File: src/rtl/uart_rx_cfg.sv
// UART receiver: 2-flop synchroniser, 3-sample majority vote, parity/stop checks, valid/ready output.
// Define UART_RX_CMD_EN to add the ASCII command decoder that drives the work/enc outputs.
module uart_rx_cfg #(
    parameter int CLK_FREQ    = 50_000_000,
    parameter int UART_BPS    = 115200,
    parameter int DATA_BITS   = 8,
    parameter int PARITY_MODE = 0,
    parameter int STOP_BITS   = 1
) (
    input  logic                 clk,
    input  logic                 rst_n,
    input  logic                 uart_rxd,
    output logic [DATA_BITS-1:0] rx_data,
    output logic                 rx_valid,
    input  logic                 rx_ready,
    output logic                 parity_err,
    output logic                 frame_err,
    output logic                 overrun,
    output logic                 busy
`ifdef UART_RX_CMD_EN
    ,
    output logic                 work,
    output logic                 enc
`endif
);

    localparam int BPS_CNT = CLK_FREQ / UART_BPS;
    localparam int HALF    = BPS_CNT / 2;
    localparam int CW      = $clog2(BPS_CNT);
    localparam int IW      = $clog2(DATA_BITS);

    localparam logic [CW-1:0] CNT_LAST = CW'(BPS_CNT - 1);
    localparam logic [CW-1:0] SAMP_A   = CW'(HALF - 1);
    localparam logic [CW-1:0] SAMP_B   = CW'(HALF);
    localparam logic [CW-1:0] SAMP_C   = CW'(HALF + 1);

    typedef enum logic [2:0] {IDLE, START, DATA, PARITY, STOP} state_t;

    state_t               state, state_next;
    logic                 rx_meta, rxs;
    logic [CW-1:0]        bit_cnt;
    logic                 samp_a, samp_b;
    logic                 bit_val, resolve, wrap;
    logic [DATA_BITS-1:0] shift_reg;
    logic [IW-1:0]        data_idx;
    logic                 stop_idx;
    logic                 stop_low, parity_bad;
    logic                 frame_done, frame_bad, word_good, load;

    assign resolve    = (bit_cnt == SAMP_C);
    assign wrap       = (bit_cnt == CNT_LAST);
    assign bit_val    = (samp_a & samp_b) | (samp_a & rxs) | (samp_b & rxs);
    assign frame_done = (state == STOP) && resolve && (stop_idx == 1'(STOP_BITS - 1));
    assign frame_bad  = stop_low | ~bit_val;
    assign word_good  = frame_done && !frame_bad && !parity_bad;
    assign load       = word_good && (!rx_valid || rx_ready);
    assign busy       = (state != IDLE);

    always_ff @(posedge clk or negedge rst_n) begin
        if (!rst_n) begin
            rx_meta <= 1'b1;
            rxs     <= 1'b1;
        end else begin
            rx_meta <= uart_rxd;
            rxs     <= rx_meta;
        end
    end

    always_ff @(posedge clk or negedge rst_n) begin
        if (!rst_n) state <= IDLE;
        else        state <= state_next;
    end

    // The last stop bit leaves at its resolve point rather than the wrap, absorbing baud mismatch.
    always_comb begin
        state_next = state;
        case (state)
            IDLE:   if (!rxs) state_next = START;
            START: begin
                if (resolve && bit_val) state_next = IDLE;
                else if (wrap)          state_next = DATA;
            end
            DATA:   if (wrap && data_idx == IW'(DATA_BITS - 1))
                        state_next = (PARITY_MODE != 0) ? PARITY : STOP;
            PARITY: if (wrap) state_next = STOP;
            STOP:   if (frame_done) state_next = IDLE;
            default: state_next = IDLE;
        endcase
    end

    always_ff @(posedge clk or negedge rst_n) begin
        if (!rst_n)                                   bit_cnt <= '0;
        else if (state == IDLE || state_next == IDLE) bit_cnt <= '0;
        else if (wrap)                                bit_cnt <= '0;
        else                                          bit_cnt <= bit_cnt + CW'(1);
    end

    always_ff @(posedge clk or negedge rst_n) begin
        if (!rst_n) begin
            samp_a <= 1'b1;
            samp_b <= 1'b1;
        end else begin
            if (bit_cnt == SAMP_A) samp_a <= rxs;
            if (bit_cnt == SAMP_B) samp_b <= rxs;
        end
    end

    // Bits arrive LSB first, so each one enters at the top and moves down.
    always_ff @(posedge clk or negedge rst_n) begin
        if (!rst_n) begin
            shift_reg  <= '0;
            data_idx   <= '0;
            stop_idx   <= 1'b0;
            stop_low   <= 1'b0;
            parity_bad <= 1'b0;
        end else begin
            case (state)
                IDLE: begin
                    data_idx   <= '0;
                    stop_idx   <= 1'b0;
                    stop_low   <= 1'b0;
                    parity_bad <= 1'b0;
                end
                DATA: begin
                    if (resolve) shift_reg <= {bit_val, shift_reg[DATA_BITS-1:1]};
                    if (wrap)    data_idx  <= data_idx + IW'(1);
                end
                PARITY: if (resolve)
                    parity_bad <= (PARITY_MODE == 1) ? ~(^shift_reg ^ bit_val)
                                                     :  (^shift_reg ^ bit_val);
                STOP: begin
                    if (resolve && !bit_val) stop_low <= 1'b1;
                    if (wrap)                stop_idx <= 1'b1;
                end
                default: ;
            endcase
        end
    end

    always_ff @(posedge clk or negedge rst_n) begin
        if (!rst_n) begin
            rx_data    <= '0;
            rx_valid   <= 1'b0;
            parity_err <= 1'b0;
            frame_err  <= 1'b0;
            overrun    <= 1'b0;
        end else begin
            frame_err  <= frame_done && frame_bad;
            parity_err <= frame_done && !frame_bad && parity_bad;
            overrun    <= word_good && rx_valid && !rx_ready;
            if (load) begin
                rx_data  <= shift_reg;
                rx_valid <= 1'b1;
            end else if (rx_valid && rx_ready) begin
                rx_valid <= 1'b0;
            end
        end
    end

`ifdef UART_RX_CMD_EN
    logic [7:0] cmd_byte;
    assign cmd_byte = 8'(shift_reg);

    always_ff @(posedge clk or negedge rst_n) begin
        if (!rst_n) begin
            work <= 1'b0;
            enc  <= 1'b1;
        end else if (load) begin
            case (cmd_byte)
                8'h57:   work <= 1'b1;
                8'h53:   work <= 1'b0;
                8'h45:   enc  <= 1'b1;
                8'h44:   enc  <= 1'b0;
                default: ;
            endcase
        end
    end
`endif

endmodule

File: config.mk
export PLATFORM = sky130hd
export DESIGN_NAME = uart_rx_cfg
export DESIGN_NICKNAME = d
export VERILOG_FILES = /design/src/rtl/uart_rx_cfg.sv
export SDC_FILE = /design/constraint.sdc
export NUM_CORES = 1
export LEC_CHECK = 0
export ABC_AREA = 1
export BUFFER_PORTS_ARGS = -buffer_cell sky130_fd_sc_hd__buf_2
export CORE_MARGIN = 5
export CORE_UTILIZATION = 45
export CTS_CLUSTER_DIAMETER = 50
export DETAILED_ROUTE_END_ITERATION = 7
export GPL_TIMING_DRIVEN = 1
export SLEW_MARGIN = 0
export SYNTH_ARGS = -nofsm -noshare
export SYNTH_HDL_FRONTEND = slang
export SYNTH_SLANG_ARGS = --single-unit
File: constraint.sdc
create_clock -name clk -period 2.8 [get_ports clk]
set_input_delay 0 -clock clk [delete_from_list [all_inputs] [get_ports clk]]
set_output_delay 0 -clock clk [all_outputs]
set_load 0.02 [all_outputs]
==> results of run 1 <==
-- final timing paths --
check / from / endpoint / slack (ns) / cells past startpoint
setup / recovery: bit_cnt[0] / bit_cnt[1] / 1.05 / 11
hold / removal: rx_ready / rx_valid / 0.05 / 4
setup reg to reg: bit_cnt[0] / bit_cnt[1] / 1.05 / 11
hold reg to reg: rx_meta / rxs / 0.36 / 0
max in group asynchronous: rst_n / rx_data[4] / 1.86 / 2
min in group asynchronous: rst_n / overrun / 0.37 / 2
-- report_power, final --
group / internal, mW / switching (mW) / leakage [nW]
Clock: 0.266 / 0.213 / 0.0514
Sequential: 0.609 / 0.00107 / 0.558
Combinational: 0.00346 / 0.0121 / 0.527
-- layout by cell type (no fill, tap or decap), drive strengths merged --
master / count
xor2: 4
inv: 35
dfrtp: 38
clkinvlp: 1
clkinv: 1
o31ai: 1
xnor2: 5
dfstp: 4
dlygate4sd3: 2
nor2: 23
buf: 16
nand2: 59
clkbuf: 6
bufinv: 1
o211ai: 1
a21oi: 3
nand4: 7
o21ai: 22
nand3: 16
or2: 1
nor3: 4
a32o: 1
ha: 6
-- cell type report --
class | count | area share
well taps | 52 | 0.0276
inverters | 36 | 0.0594
clock inverters | 2 | 0.0159
multi-input cells | 153 | 0.376
flip-flops and latches | 42 | 0.448
clock buffers | 6 | 0.0308
repair buffers | 18 | 0.0424
-- critical path, delay by kind of cell (launching register included) --
kind | cells | cell delay (ns)
compound gates | 1 | 0.16
fa+ha+maj | 1 | 0.15
buf+inv | 1 | 0.12
flops | 1 | 0.41
simple gates | 8 | 0.82
-- routing by layer --
| layer | wire length [um] | part of all wire | global-route usage | up-vias |
|---|---|---|---|---|
| met3 | 175 | 0.049 | 0.0400 | 8 |
| li1 | - | - | - | 788 |
| met4 | 71 | 0.020 | 0.0682 | 0 |
| met5 | 0 | 0 | 0 | - |
| met1 | 1780 | 0.50 | 0.188 | 689 |
| met2 | 1520 | 0.43 | 0.199 | 29 |
-- kinds of logic after synthesis --
family	synth area share
flip-flops	0.503
AND/OR/NAND/NOR	0.262
buffers and inverters	0.0739
AO/OA/AOI/OAI	0.0876
XOR/XNOR	0.0375
adder cells (fa/ha/maj)	0.0358
-- repair_timing --
action	4_1_cts	5_1_grt
endpoints found under the setup margin	0	0
hold endpoints to repair	39	0
hold buffers	2	0
gates resized for setup	0	0
==> results, run 1 <==
- The flow ran to the end, and the final reports show no timing, DRC or antenna violations.
- The starting utilization of the core area is 0.472.
- The die span in x is 78.3 um.
- The clock root buffer is sky130_fd_sc_hd__clkbuf_8.
- In the routed design, unresolved DRC markers number 0.
- After clock tree synthesis, the clock-pin slew on the worst setup and hold paths is 0.08 ns.
- By instance count, the cell type seen most on the critical path is sky130_fd_sc_hd__nand2_1.
- STA classifies the critical path startpoint as a flop.
- Summed over all failing endpoints, the final setup total negative slack is 0 ns.
- Timing would allow up to approximately 570 MHz.
- In this run the standard cell core region covers 4440 um^2.
- After detailed routing, the total wire length is 3550 um.
- The sequential standard cell area is 1060 um^2.
- The number of standard cells in the final layout excluding fillers is 309.
- The worst-margin pin slew is 0.912 ns.
- The utilization after layout is 0.531.
- The residual overflow from global routing is 0.
- The ratio of cells with drive above 1 in the final layout is 0.226.
- The finished cells cover 2360 um^2.
- In the synthesized netlist the async set-or-reset flop fraction comes to 1.00.
- The area of the mapped netlist is 2100 um^2.
- In this run the vertical extent of the chip is around 78 um.
- The first detailed-routing pass ran for 4 iterations.
- In the final design database the tool counted between 200 and 300 nets.
- The routed wire length per instance is 11.5 um.
- The synthesis-to-finish area growth is 12.4%.
- By count the netlist is led by sky130_fd_sc_hd__nand2_1, sky130_fd_sc_hd__dfrtp_1, sky130_fd_sc_hd__inv_1.
- The number of DRC markers in iteration 0 is 110.
- The slowest cell on the critical path is sky130_fd_sc_hd__dfrtp_1.
- The floorplan die area is 6130 um^2.
- In the post-route analysis, the smallest setup slack over all paths is 1.05 ns.
- The share of synthesized area in the top cell type comes to 0.453.
- Detailed placement finished with a half-perimeter wire length of ~2500 um.
- A synthesized cell averages ~9 um^2.
- The number of fill cells is 420.
- For the worst setup path, the data required time is between 2 and 3 ns.
- The via count of the first global-routing pass was approximately 1.4k.
- For the worst-skew pair, the clock arrives at the later sink with an insertion delay of 0.30 ns.
- The total number of yosys warnings is 0.
- Power spread over the standard cell area amounts to around 470 nW/um^2.
- Counting every net in the synthesized netlist gives roughly 240.
- Across the routed clock network, the largest skew measured is between 0.007 and 0.008 ns.
- The largest net degree at the start of global routing is 43.
- Among all flip-flop cells after synthesis, the most frequent one is sky130_fd_sc_hd__dfrtp_1.
- The via density per instance is 4.90.
- The biggest cell delay along the critical path is 0.41 ns.
- The part of the cycle the worst path needs is 0.625.
- The final number of hold-violating endpoints is 0.
- The share of the Yosys chip area taken by registers is 0.503.
- The multi-input combinational cells in the finished layout cover a total of 888 um^2.
- The arrival time at the worst endpoint is 1.94 ns.
- The clock tree from TritonCTS is built.
- The initial antenna violation count was 0.
- The via total after detailed routing is 1514.
- The worst setup path is of the reg -> reg kind.
- Setup violations remaining at the end of the flow were counted as 0.
- Across the VDD grid, the largest voltage drop is roughly 0.24 mV.
- The worst slew margin relative to its limit is 0.392.
- The number of buffer cells added on primary ports is 16.
- The maximum fanout encountered on the critical timing path is 9.
- The number of enable flip-flop cells after synthesis is 0.
- The tool flagged a number of max-cap violations equal to 0.
- The post-CTS setup buffer count is 0.
- The number of antenna-violating nets in the routed design is 0.
- The most common cell in the synthesized netlist is sky130_fd_sc_hd__nand2_1.
- The leakage power figure is 1.14 nW.
- The floorplan has 24 rows.
- In the synthesized netlist, the number of instances is 233.
- Timing analysis after detailed placement gives a worst setup slack of approximately 1.0 ns.
- The smallest clock period supported by the final layout is computed as about 1.7 ns.
- The count of state elements after synthesis is 42.
- The register with the most flip-flops in the layout has 9 of them.
- The placed instances occupy a cell area of 2230 um^2.
- Counting along the longest clock path gives a buffer depth of 2.
- The cell type with the highest aggregate area in the netlist is sky130_fd_sc_hd__dfrtp_1.
- The signal on the critical path passes through inv_1, ha_1, nand2_1, nor2_2, nand3_1, nand2_1, nand2_1, a21oi_2, nand3_2, nand2_4, nor2_1.
- The CTS H-tree depth is 2.
- The number of inserted diodes is 0.
- The worst setup path is captured at a flop.
- The clock drives 42 sinks.
- For this run, the total global-route usage over all layers was measured as 0.137.
- Synthesis instantiated 29 different standard cells from the library.
- In this run, CTS created clock tree buffers numbering 5.
- In this run the count of I/O pins placed on the die edge is 17.
- The overall power consumption is 1.11 mW.
- The final hold slack is about 0.053 ns.
- Routability-driven placement finished with a final weighted congestion of 0.844.
- The final number of max-transition violations is 0.
- In the post-synthesis netlist, the biggest area contributors are sky130_fd_sc_hd__dfrtp_1, sky130_fd_sc_hd__nand2_1, sky130_fd_sc_hd__inv_1.
- Setup repair after global routing left no endpoint under its margin.
- The worst min-delay path class is in -> reg.
- The first global-routing pass estimated roughly 6700 um of wire.
- Including well taps, the total number of placed cells is about 300.
Note: power is estimated with default switching activity, not from simulation.
==> run 2, diff against run 1 <==
--- a/config.mk
+++ b/config.mk
@@ -5,13 +5,14 @@
 export SDC_FILE = /design/constraint.sdc
 export NUM_CORES = 1
 export LEC_CHECK = 0
-export ABC_AREA = 1
+export ABC_AREA = 0
 export BUFFER_PORTS_ARGS = -buffer_cell sky130_fd_sc_hd__buf_2
 export CORE_MARGIN = 5
 export CORE_UTILIZATION = 45
 export CTS_CLUSTER_DIAMETER = 50
 export DETAILED_ROUTE_END_ITERATION = 7
 export GPL_TIMING_DRIVEN = 1
+export PLACE_DENSITY = 0.65
 export SLEW_MARGIN = 0
 export SYNTH_ARGS = -nofsm -noshare
 export SYNTH_HDL_FRONTEND = slang
==> constraint.sdc (replaced) <==
create_clock -name clk -period 1.5 [get_ports clk]
set_input_delay 0 -clock clk [delete_from_list [all_inputs] [get_ports clk]]
set_output_delay 0 -clock clk [all_outputs]
set_load 0.02 [all_outputs]
==> results, run 2 <==
- Among all cell types in the netlist, the one instantiated most often is sky130_fd_sc_hd__dfrtp_1.
- In this run the critical register-to-register path is captured at rx_data[6].
- The count of state elements after synthesis is 42.
- The cell depth of the worst min-delay path is 3.
- Counting both buffers and inverters, the worst setup path holds a total of 1.
- The mapped netlist covers approximately 2000 um^2.
- The number of inserted diodes is 0.
- After detailed routing, the number of remaining DRC violations is 0.
- Sorting the synthesized cells by how often they occur yields sky130_fd_sc_hd__dfrtp_1, sky130_fd_sc_hd__mux2_2, sky130_fd_sc_hd__nor2_1.
- Once placement completed, the tool counted placed cells totaling 262.
- Traced cell by cell, the critical path runs through inv_2, ha_1, and4bb_1, and2_4, nand4_4, mux2_4.
- The clock-pin slew on the worst setup and hold paths is 0.09 ns.
- The total number of yosys warnings is 0.
- The first TritonRoute pass finished after 4 iterations.
- The initial antenna violation count is 0.
- In this run the horizontal extent of the chip is 76.9 um.
- The final number of hold-violating endpoints came to 0.
- The worst-margin pin slew is 0.527 ns.
- For this run the aggregate overflow at the end of global routing stands at 0.
- At the worst endpoint, the required time is 1.70 ns.
- Buffers placed on the I/O ports in this run total 16.
- The worst register-to-register path has a setup slack of -0.26 ns.
- The cell sitting at the root of the clock tree is a sky130_fd_sc_hd__clkbuf_8.
- In the post-synthesis netlist, the biggest area contributors are sky130_fd_sc_hd__dfrtp_1, sky130_fd_sc_hd__mux2_2, sky130_fd_sc_hd__dfstp_2.
- The type of the worst setup path is reg -> reg.
- The global placement routability congestion is between 0.8 and 0.9.
- The filler cells instantiated in the layout total 319.
- For this run, the total global-route usage over all layers was measured as 0.165.
- The wire length after detailed routing is roughly 4600 um.
- The via density per instance is 5.30.
- The net count after synthesis is 177.
- Once placement finished, the instance area stood at 2390 um^2.
- The portion of synthesized cell area occupied by the leading cell type is 0.472.
- The final route contains 1490 vias.
- The max-capacitance violation count is 0.
- Setup repair after global routing could not meet its margin everywhere.
- The checks that failed: negative setup slack.
- The startpoint identified for the worst register-to-register timing path is bit_cnt[0].
- The later pin in the worst-skew pair is clocked with a latency of 0.31 ns.
- The die height is 76.9 um.
- Each instance of the synthesized netlist takes up on average 12.1 um^2.
- The via count of the first global-routing pass is 1593.
- The synthesis-to-finish area growth is 40.2%.
- For hold timing, the worst endpoint is overrun.
- Across all setup checks in the final design, the least slack found is -0.265 ns.
- The maximum operating frequency is 567 MHz.
- The beginning of the worst hold path is rx_ready.
- The number of flip-flops under the largest register name is 9.
- The worst min-delay path class is in -> reg.
- The final number of max-transition violations is 0.
- Counting cells, the worst reg-to-reg path comes to 6.
- For this block, the initial DRC count from the detailed router was 66.
- TritonCTS created 5 clock buffers.
- Adding up every negative setup slack in the final design gives -6.92 ns.
- The slowest cell on the critical path is sky130_fd_sc_hd__dfrtp_1.
- The sink count of the clock tree is 42.
- The H-tree generated during clock tree synthesis spans 2 levels.
- The total area inside the core boundary comes to 4350 um^2.
- In the layout the commonest cells are sky130_fd_sc_hd__dfrtp_1, sky130_fd_sc_hd__buf_4, sky130_fd_sc_hd__mux2_2, sky130_fd_sc_hd__buf_2, sky130_fd_sc_hd__xnor2_1.
- The time the worst path needs with I/O delays and setup is 1.76 ns.
- The setup violation total in the final timing report is 35.
- Dividing the detail-routed wire length by the instance count gives 16.4 um.
- For this design the ratio of total power to cell area is roughly 700 nW/um^2.
- In this run, synthesis inferred 0 flip-flops with an integrated enable.
- After technology mapping, the gate count stands at 167.
- The library cell used most frequently in the layout, excluding fill and tap cells, is sky130_fd_sc_hd__dfrtp_1.
- For this design the static power due to leakage is 1.33 nW.
- The cell type with the highest aggregate area in the netlist is sky130_fd_sc_hd__dfrtp_1.
- The clock skew is 0.0129 ns.
- The critical path starts at bit_cnt[0].
- The main flop type after synthesis is sky130_fd_sc_hd__dfrtp_1.
- The clock tree from TritonCTS is built.
- For this run, the post-layout net count is 238.
- Counting flops with an async set or reset pin after synthesis yields a share of 1.00.
- In this run, distinct cell masters in the synthesized netlist total 44.
- The initialized floorplan defines 24 standard-cell rows.
- The floorplan die area is 5910 um^2.
- The first global-routing pass estimated 7760 um of wire.
- The flow ran to the end, but the final reports show violations.
- The worst slew margin relative to its limit is 0.648.
- The kind of cell with the highest combined delay along the critical path is simple AND/OR/NAND/NOR gates.
- The number of antenna-violating nets in the routed design is 0.
- The number of I/O pins is 17.
- Of the cells placed in the final design, the portion with a size suffix greater than 1 is 0.559.
- Counting along the longest clock path gives a buffer depth of 2.
- The largest net degree at the start of global routing is 43.
- Across the VDD grid, the largest voltage drop is between 0.3 and 0.4 mV.
- In the finished design, the share of the clock period the worst path needs comes to 1.18.
- STA classifies the critical path startpoint as a flop.
- The initial utilization of the core area, before any placement, comes to 0.462.
- The placed wire-length estimate after detailed placement is 2910 um.
- The arrival time at the worst endpoint is 1.97 ns.
- The share of synthesized area occupied by flip-flops and latches is 0.525.
- The element type at the critical path end is a flop.
- Summing all non-filler instances in the final layout gives an area of between 2000 and 3000 um^2.
- The number of standard cells in the final layout excluding fillers is between 200 and 300.
- In this run the worst path has a maximum fanout of 8.
- The biggest cell delay along the critical path is 0.43 ns.
==> run 2: cell types whose count changed in the layout (fill, tap and decap cells not counted), sizes merged, moves of 4 or more <==
| cell | change |
|---|---|
| nor2 | -6 |
| or3 | +4 |
| mux2 | +19 |
| a22o | +5 |
| nand4 | -5 |
| xnor2 | +6 |
| inv | -27 |
| nand3 | -10 |
| buf | +40 |
| nand2 | -55 |
| o21ai | -18 |
==> run 2: per-layer routing <==
| layer | wire (um) | track usage | vias to the layer above |
|---|---|---|---|
| met1 | 1980 | 0.209 | 748 |
| li1 | - | - | 707 |
| met4 | 109 | 0.0629 | 0 |
| met5 | 0 | 0 | - |
| met2 | 2360 | 0.272 | 24 |
| met3 | 145 | 0.0375 | 11 |
==> run 2: worst max-delay path by stage <==
stage	cells past startpoint	slack, ns	to
2_1_floorplan	7	-0.25	rx_data[0]
3_3_place_gp	6	-0.27	rx_data[5]
5_1_grt	8	-0.34	bit_cnt[2]
6_report	6	-0.26	rx_data[6]
3_5_place_dp	6	-0.37	rx_data[5]
4_1_cts	6	-0.28	rx_data[6]
==> run 2: stage by stage <==
step	power [mW]	utilization	hold WS, ns	setup WS (ns)
after global routing	2.00	0.648	0.0950	-0.336
after detailed placement	1.19	0.548	0.102	-0.365
final	1.92	0.648	0.0745	-0.265
after floorplan	1.16	-	-0.296	-0.251
after CTS	1.95	0.620	0.0372	-0.276
after global placement	1.19	0.548	0.0902	-0.266
==> run 2: cells by family after synthesis <==
group                      Yosys count  synth area share
and+or+nand+nor                     54             0.165
DFF                                 42             0.525
AOI/OAI and AO/OA                   19            0.0665
muxes                               19             0.110
xor gates and xnor gates            14            0.0677
buffers and inverters               12            0.0236
adders and majority gates            7            0.0423
==> run 2: worst min-delay path, stage by stage <==
cell and delay (ns):
sky130_fd_sc_hd__buf_2 0.07, sky130_fd_sc_hd__or2b_1 0.21, sky130_fd_sc_hd__nor3_2 0.07
==> run 2: what timing repair did <==
item,CTS,global route
gates resized for setup,33,31
pin swaps,17,12
setup endpoints to repair,41,40
hold buffers,2,0
setup buffers,10,5
endpoints found under the hold margin,39,0
==> run 2: final cells by class <==
class / instances / area (um^2) / area share
multi-input cells: 113 / 1150 / 0.407
flip-flops and latches: 42 / 1060 / 0.374
repair buffers: 58 / 433 / 0.153
clock buffers: 5 / 68.8 / 0.0244
well taps: 52 / 65.1 / 0.0230
inverters: 8 / 30.0 / 0.0106
clock inverters: 3 / 21.3 / 0.00754
==> run 2: report_power, final <==
part	internal, mW	leakage, nW	switching (mW)
clock	0.327	0.0441	0.424
sequential	1.14	0.558	0.00124
combinational	0.00957	0.733	0.0237
